--- src/rtl/uart_pkg.sv ---
// Shared UART definitions: transmitter FSM encoding, line levels and a frame-length helper.
package uart_pkg;

    typedef enum logic [2:0] {
        IDLE   = 3'd0,
        FETCH  = 3'd1,
        WAIT   = 3'd2,
        START  = 3'd3,
        DATA   = 3'd4,
        PARITY = 3'd5,
        STOP   = 3'd6
    } uart_state_t;

    localparam logic START_BIT = 1'b0;
    localparam logic STOP_BIT  = 1'b1;

    // Cycles on the line for one frame, excluding the IDLE/FETCH/WAIT overhead.
    function automatic int frame_cycles(input int clks_per_bit, input int data_w, input bit parity);
        return (data_w + 32'sd2 + (parity ? 32'sd1 : 32'sd0)) * clks_per_bit;
    endfunction

endpackage

--- src/rtl/uart_baud_gen.sv ---
// Bit-period counter: counts 0..CLKS_PER_BIT-1 while enabled and pulses bit_tick on wrap.
module uart_baud_gen #(
    parameter int CLKS_PER_BIT = 16
) (
    input  logic clk,
    input  logic rst,
    input  logic en,
    input  logic clr,
    output logic bit_tick
);
    localparam int CNT_W = (CLKS_PER_BIT > 1) ? $clog2(CLKS_PER_BIT) : 1;
    localparam logic [CNT_W-1:0] CNT_MAX = CNT_W'(CLKS_PER_BIT - 32'sd1);

    logic [CNT_W-1:0] cnt_r;

    assign bit_tick = en && !clr && (cnt_r == CNT_MAX);

    // Baud counter with synchronous clear taking priority over enable.
    always_ff @(posedge clk or posedge rst) begin
        if (rst) begin
            cnt_r <= '0;
        end else if (clr) begin
            cnt_r <= '0;
        end else if (en) begin
            if (cnt_r == CNT_MAX) begin
                cnt_r <= '0;
            end else begin
                cnt_r <= cnt_r + CNT_W'(1'b1);
            end
        end else begin
            cnt_r <= cnt_r;
        end
    end

endmodule

--- src/rtl/fifo_uart_tx.sv ---
// UART transmitter draining an 8-bit synchronous FIFO as 8N1 frames on tx.
// Define UART_TX_PARITY_EN to insert an even-parity bit between data and stop.
module fifo_uart_tx
    import uart_pkg::*;
#(
    parameter int CLKS_PER_BIT = 16,
    parameter int DATA_W       = 8
) (
    input  logic              clk,
    input  logic              rst,
    input  logic              fifo_empty,
    input  logic [DATA_W-1:0] fifo_data,
    output logic              fifo_rd_en,
    output logic              tx,
    output logic              busy,
    output logic              byte_done
);
    localparam int IDX_W = (DATA_W > 1) ? $clog2(DATA_W) : 1;
    localparam logic [IDX_W-1:0] LAST_IDX = IDX_W'(DATA_W - 32'sd1);

    uart_state_t       state_r;
    uart_state_t       state_s;
    logic [DATA_W-1:0] shift_r;
    logic [IDX_W-1:0]  bit_idx_r;
    logic              baud_en_s;
    logic              bit_tick_s;
    logic              last_bit_s;
    logic              tx_s;

`ifdef UART_TX_PARITY_EN
    logic parity_r;

    function automatic logic even_parity(input logic [DATA_W-1:0] d);
        return ^d;
    endfunction
`endif

    assign baud_en_s  = (state_r != IDLE) && (state_r != FETCH) && (state_r != WAIT);
    assign last_bit_s = (bit_idx_r == LAST_IDX);

    uart_baud_gen #(
        .CLKS_PER_BIT(CLKS_PER_BIT)
    ) u_baud (
        .clk     (clk),
        .rst     (rst),
        .en      (baud_en_s),
        .clr     (~baud_en_s),
        .bit_tick(bit_tick_s)
    );

    // State register.
    always_ff @(posedge clk or posedge rst) begin
        if (rst) begin
            state_r <= IDLE;
        end else begin
            state_r <= state_s;
        end
    end

    // Next-state logic; fifo_empty is only looked at in IDLE.
    always_comb begin
        state_s = state_r;
        case (state_r)
            IDLE: begin
                if (!fifo_empty) state_s = FETCH;
                else             state_s = IDLE;
            end
            FETCH: state_s = WAIT;
            WAIT:  state_s = START;
            START: begin
                if (bit_tick_s) state_s = DATA;
                else            state_s = START;
            end
            DATA: begin
                if (bit_tick_s && last_bit_s) begin
`ifdef UART_TX_PARITY_EN
                    state_s = PARITY;
`else
                    state_s = STOP;
`endif
                end else begin
                    state_s = DATA;
                end
            end
`ifdef UART_TX_PARITY_EN
            PARITY: begin
                if (bit_tick_s) state_s = STOP;
                else            state_s = PARITY;
            end
`endif
            STOP: begin
                if (bit_tick_s) state_s = IDLE;
                else            state_s = STOP;
            end
            default: state_s = IDLE;
        endcase
    end

    // Line level for the current state, registered below.
    always_comb begin
        tx_s = STOP_BIT;
        case (state_r)
            START:   tx_s = START_BIT;
            DATA:    tx_s = shift_r[0];
`ifdef UART_TX_PARITY_EN
            PARITY:  tx_s = parity_r;
`endif
            default: tx_s = STOP_BIT;
        endcase
    end

    // Datapath and registered outputs; fifo_data is valid in WAIT, one cycle after the pop.
    always_ff @(posedge clk or posedge rst) begin
        if (rst) begin
            shift_r    <= '0;
            bit_idx_r  <= '0;
            fifo_rd_en <= 1'b0;
            tx         <= STOP_BIT;
            busy       <= 1'b0;
            byte_done  <= 1'b0;
        end else begin
            fifo_rd_en <= (state_s == FETCH);
            busy       <= (state_s != IDLE);
            tx         <= tx_s;
            byte_done  <= (state_r == STOP) && bit_tick_s;
            if (state_r == WAIT) begin
                shift_r <= fifo_data;
            end else if ((state_r == DATA) && bit_tick_s) begin
                shift_r <= {1'b0, shift_r[DATA_W-1:1]};
            end else begin
                shift_r <= shift_r;
            end
            if ((state_r == DATA) && bit_tick_s) begin
                bit_idx_r <= last_bit_s ? '0 : bit_idx_r + IDX_W'(1'b1);
            end else begin
                bit_idx_r <= bit_idx_r;
            end
        end
    end

`ifdef UART_TX_PARITY_EN
    // Parity is taken from the byte as captured, before any shifting.
    always_ff @(posedge clk or posedge rst) begin
        if (rst) begin
            parity_r <= 1'b0;
        end else if (state_r == WAIT) begin
            parity_r <= even_parity(fifo_data);
        end else begin
            parity_r <= parity_r;
        end
    end
`endif

endmodule

--- config.mk ---
export PLATFORM = sky130hd
export DESIGN_NAME = fifo_uart_tx
export DESIGN_NICKNAME = d
export VERILOG_FILES = /design/src/rtl/uart_pkg.sv /design/src/rtl/uart_baud_gen.sv /design/src/rtl/fifo_uart_tx.sv
export SDC_FILE = /design/constraint.sdc
export NUM_CORES = 1
export LEC_CHECK = 0
export ABC_AREA = 1
export BUFFER_PORTS_ARGS = -buffer_cell sky130_fd_sc_hd__buf_4
export CAP_MARGIN = 20
export CORE_MARGIN = 2
export CORE_UTILIZATION = 32
export DETAILED_ROUTE_END_ITERATION = 6
export PLACE_DENSITY = 0.47
export SLEW_MARGIN = 10
export SYNTH_ARGS = -nofsm -noshare
export SYNTH_HDL_FRONTEND = slang
export SYNTH_SLANG_ARGS = --single-unit
--- constraint.sdc ---
create_clock -name clk -period 4.2 [get_ports clk]
set_clock_uncertainty 0.05 [all_clocks]
set_input_delay 0.21 -clock clk [delete_from_list [all_inputs] [get_ports clk]]
set_output_delay 0.21 -clock clk [all_outputs]
set_load 0.01 [all_outputs]
==> impl_metrics.yaml <==
detailed_routing:
  detail-route-antenna-nets: 0
  routed_via_density: 4.26
  via_count: 746
  drc: 0
  wl_per_cell_um: 10.3
  drtPass1Iterations: 4
  drt-total-wl_um: 1810
  drt_iter0_markers: 35
run_status:
  status: "finished clean"
place:
  hpwl_um: 1370
  routabilityCongestion: 0.775
  numPortBuffers: 14
  dp_cells: 171
timing:
  tightest_slew_ns: 0.834
  hold_ws_ns: 0.0106
  rsz0062_at_grt: "no"
  period_minus_slack_ns: 1.49
  fmax_mhz: 671
  hold_viol_final: 0
  maxSlewHeadroom_pct: 44.3
  drv_slew: 0
  finalCritPeriodShare_pct: 35.5
  setup_violations: 0
  setup-tns-final_ns: 0
synthesis:
  yosys_register_bits: 22
  syn_inst: 115
  ys_warn_count: 0
  avgSynthCellArea_sq_um: 8.95
  synth_most_common_cell: "nand2_1"
  synth.largest_area_cell: "dfrtp_1"
  async_flop_share_pct: 100
  yosys-top-cells-count: "nand2_1 (28), dfrtp_1 (21), nor2_1 (19), nand3_1 (10), o21ai_1 (6)"
  synth.distinct_cells: 20
  netlist_area_sq_um: 1030
  synthTopCellsByArea: "dfrtp_1 (51%), nand2_1 (10%), nor2_1 (6.9%), nand3_1 (4.9%), ha_1 (3.6%)"
  synth_edf_count: 0
  seq_area_frac_synth_pct: 53.6
  synth_fp_nets: 129
  synth_top_area_share_pct: 51.0
  synth_flop_cell: "dfrtp_1"
clocking:
  ctsHoldBuffers: 0
  cts-resized-gates: 0
  path_clk_slew_ns: 0.12
  clk_latency_ns: 0.30
  clockBufferDepth: 2
  cts_tree: "built"
  cts.sinks: 22
  root_buffer: "clkbuf_4"
  htreeDepth: 1
  post_cts_buffers: 0
  cts_buffers: 3
global_routing:
  grt_pass1_wl_um: 3260
  grt_antenna_before_repair: 0
  grt_pass1_vias: 707
  grtUsageTotal_pct: 12.0
  grt_busiest_layer: "met2"
  use_met1_pct: 16.9
  grt_use_met2_pct: 17.8
  overflow: 0
  met3_usage_pct: 3.84
  grt_max_degree: 23
layout:
  drive_above_1_share_pct: 22.9
  fin_util_pct: 39.4
  syn2layout_area_growth_pct: 16.9
  num_antenna_cells: 0
  instances_no_fill: 175
  fin_nets: 146
die:
  ios: 15
  fp.dieW_um: 60.7
  die-area_sq_um: 3690
  start_util_pct: 33.7
  core-area_sq_um: 3050
  row_count: 20
  fp.dieH_um: 60.7
pwr:
  total_power_mw: 0.349
  power.static_leakage_nw: 0.612
  vdd_drop_max_v: 0.000120
  pwr_density_cell_nw_per_um2: 290
worst_setup_path:
  r2r-start: "u_baud.cnt_r[0]$_DFF_PP0_"
  rr_worst_depth: 6
  worstSetupPathType: "flop to flop"
  crit_path_start_kind: "flop"
  reg2reg_setup_slack_ns: 2.71
  critical_path_peak_fanout: 12
  required_ns: 4.36
  critPathCaptureType: "flop"
  arrival_ns: 1.65
  timing.rr.end: "shift_r[5]$_DFFE_PP0P_"
hold_path:
  hold_class: "input port to asynchronous set/reset pin"
run:
  cap_violations: 0
through the flow:
step                instance area (sq um)  setup slack [ns]
finish                               1200              2.71
detailed placement                   1170              2.72
CTS                                  1200              2.70
global placement                     1170              2.74
floorplan                            1030              2.88
global route                         1200              2.55
power breakdown:
part / switching (mW) / internal [mW] / total [mW]
Clock: 0.0620 / 0.0529 / 0.115
Sequential: 0.00168 / 0.216 / 0.218
Combinational: 0.00770 / 0.00900 / 0.0167
Total: 0.0713 / 0.278 / 0.349
how the worst max path moves through the flow:
stage / start / to / cells past startpoint / slack (ns)
global placement: state_r[1]$_DFF_PP0_ / shift_r[5]$_DFFE_PP0P_ / 8 / 2.74
detailed placement: u_baud.cnt_r[0]$_DFF_PP0_ / shift_r[5]$_DFFE_PP0P_ / 6 / 2.72
floorplan: u_baud.cnt_r[0]$_DFF_PP0_ / shift_r[2]$_DFFE_PP0P_ / 7 / 2.88
finish: u_baud.cnt_r[0]$_DFF_PP0_ / shift_r[5]$_DFFE_PP0P_ / 6 / 2.71
CTS: u_baud.cnt_r[0]$_DFF_PP0_ / shift_r[5]$_DFFE_PP0P_ / 6 / 2.70
global route: u_baud.cnt_r[0]$_DFF_PP0_ / shift_r[5]$_DFFE_PP0P_ / 6 / 2.55
layout make-up:
| class | instances | area [sq um] |
|---|---|---|
| inverters | 8 | 30.0 |
| fillers | 326 | 1850 |
| clock buffers | 4 | 36.3 |
| well taps | 44 | 55.1 |
| flip-flops and latches | 22 | 552 |
| repair buffers | 14 | 105 |
| multi-input cells | 83 | 425 |
worst max-delay path: stages (launching register included):
cell,delay [ns]
dfrtp_1,0.39
ha_1,0.21
nand3_2,0.15
nor2_4,0.31
nand3b_1,0.13
o21ai_1,0.09
nor2_1,0.05
per-layer routing:
layer  part of all wire [%]  vias to the layer above
li1                       -                      398
met1                     51                      340
met2                     46                        6
met3                    2.4                        2
met4                    1.0                        0
met5                      0                        -
state kept, by name, indices dropped and copies added (netlist names):
register      flops
tx                1
fifo_rd_en        1
shift_r           8
bit_idx_r         3
byte_done         1
u_baud.cnt_r      4
state_r           3
busy              1
placed cells by master, fill, tap and decap left out, drive strengths merged:
cell type,Yosys,routed
nor4,1,1
o21ai,6,6
nor2,24,24
o21a,1,1
xor2,1,1
dfstp,1,1
nand2,30,30
inv,8,8
nand3,11,11
clkbuf,0,4
ha,3,3
a21boi,1,1
nand3b,4,4
buf,2,14
dfrtp,21,21
o211ai,1,1
logic make-up (layout without fill, tap and decap cells):
kind of cell	count (synthesis)	after routing	synth area share [%]
AND/OR/NAND/NOR	70	70	31.7
flip-flops	22	22	53.6
buffers and inverters	10	26	5.10
AO/OA/AOI/OAI	9	9	5.10
adder cells (fa/ha/maj)	3	3	3.65
XOR/XNOR	1	1	0.851
(Power assumes the default switching activity.)
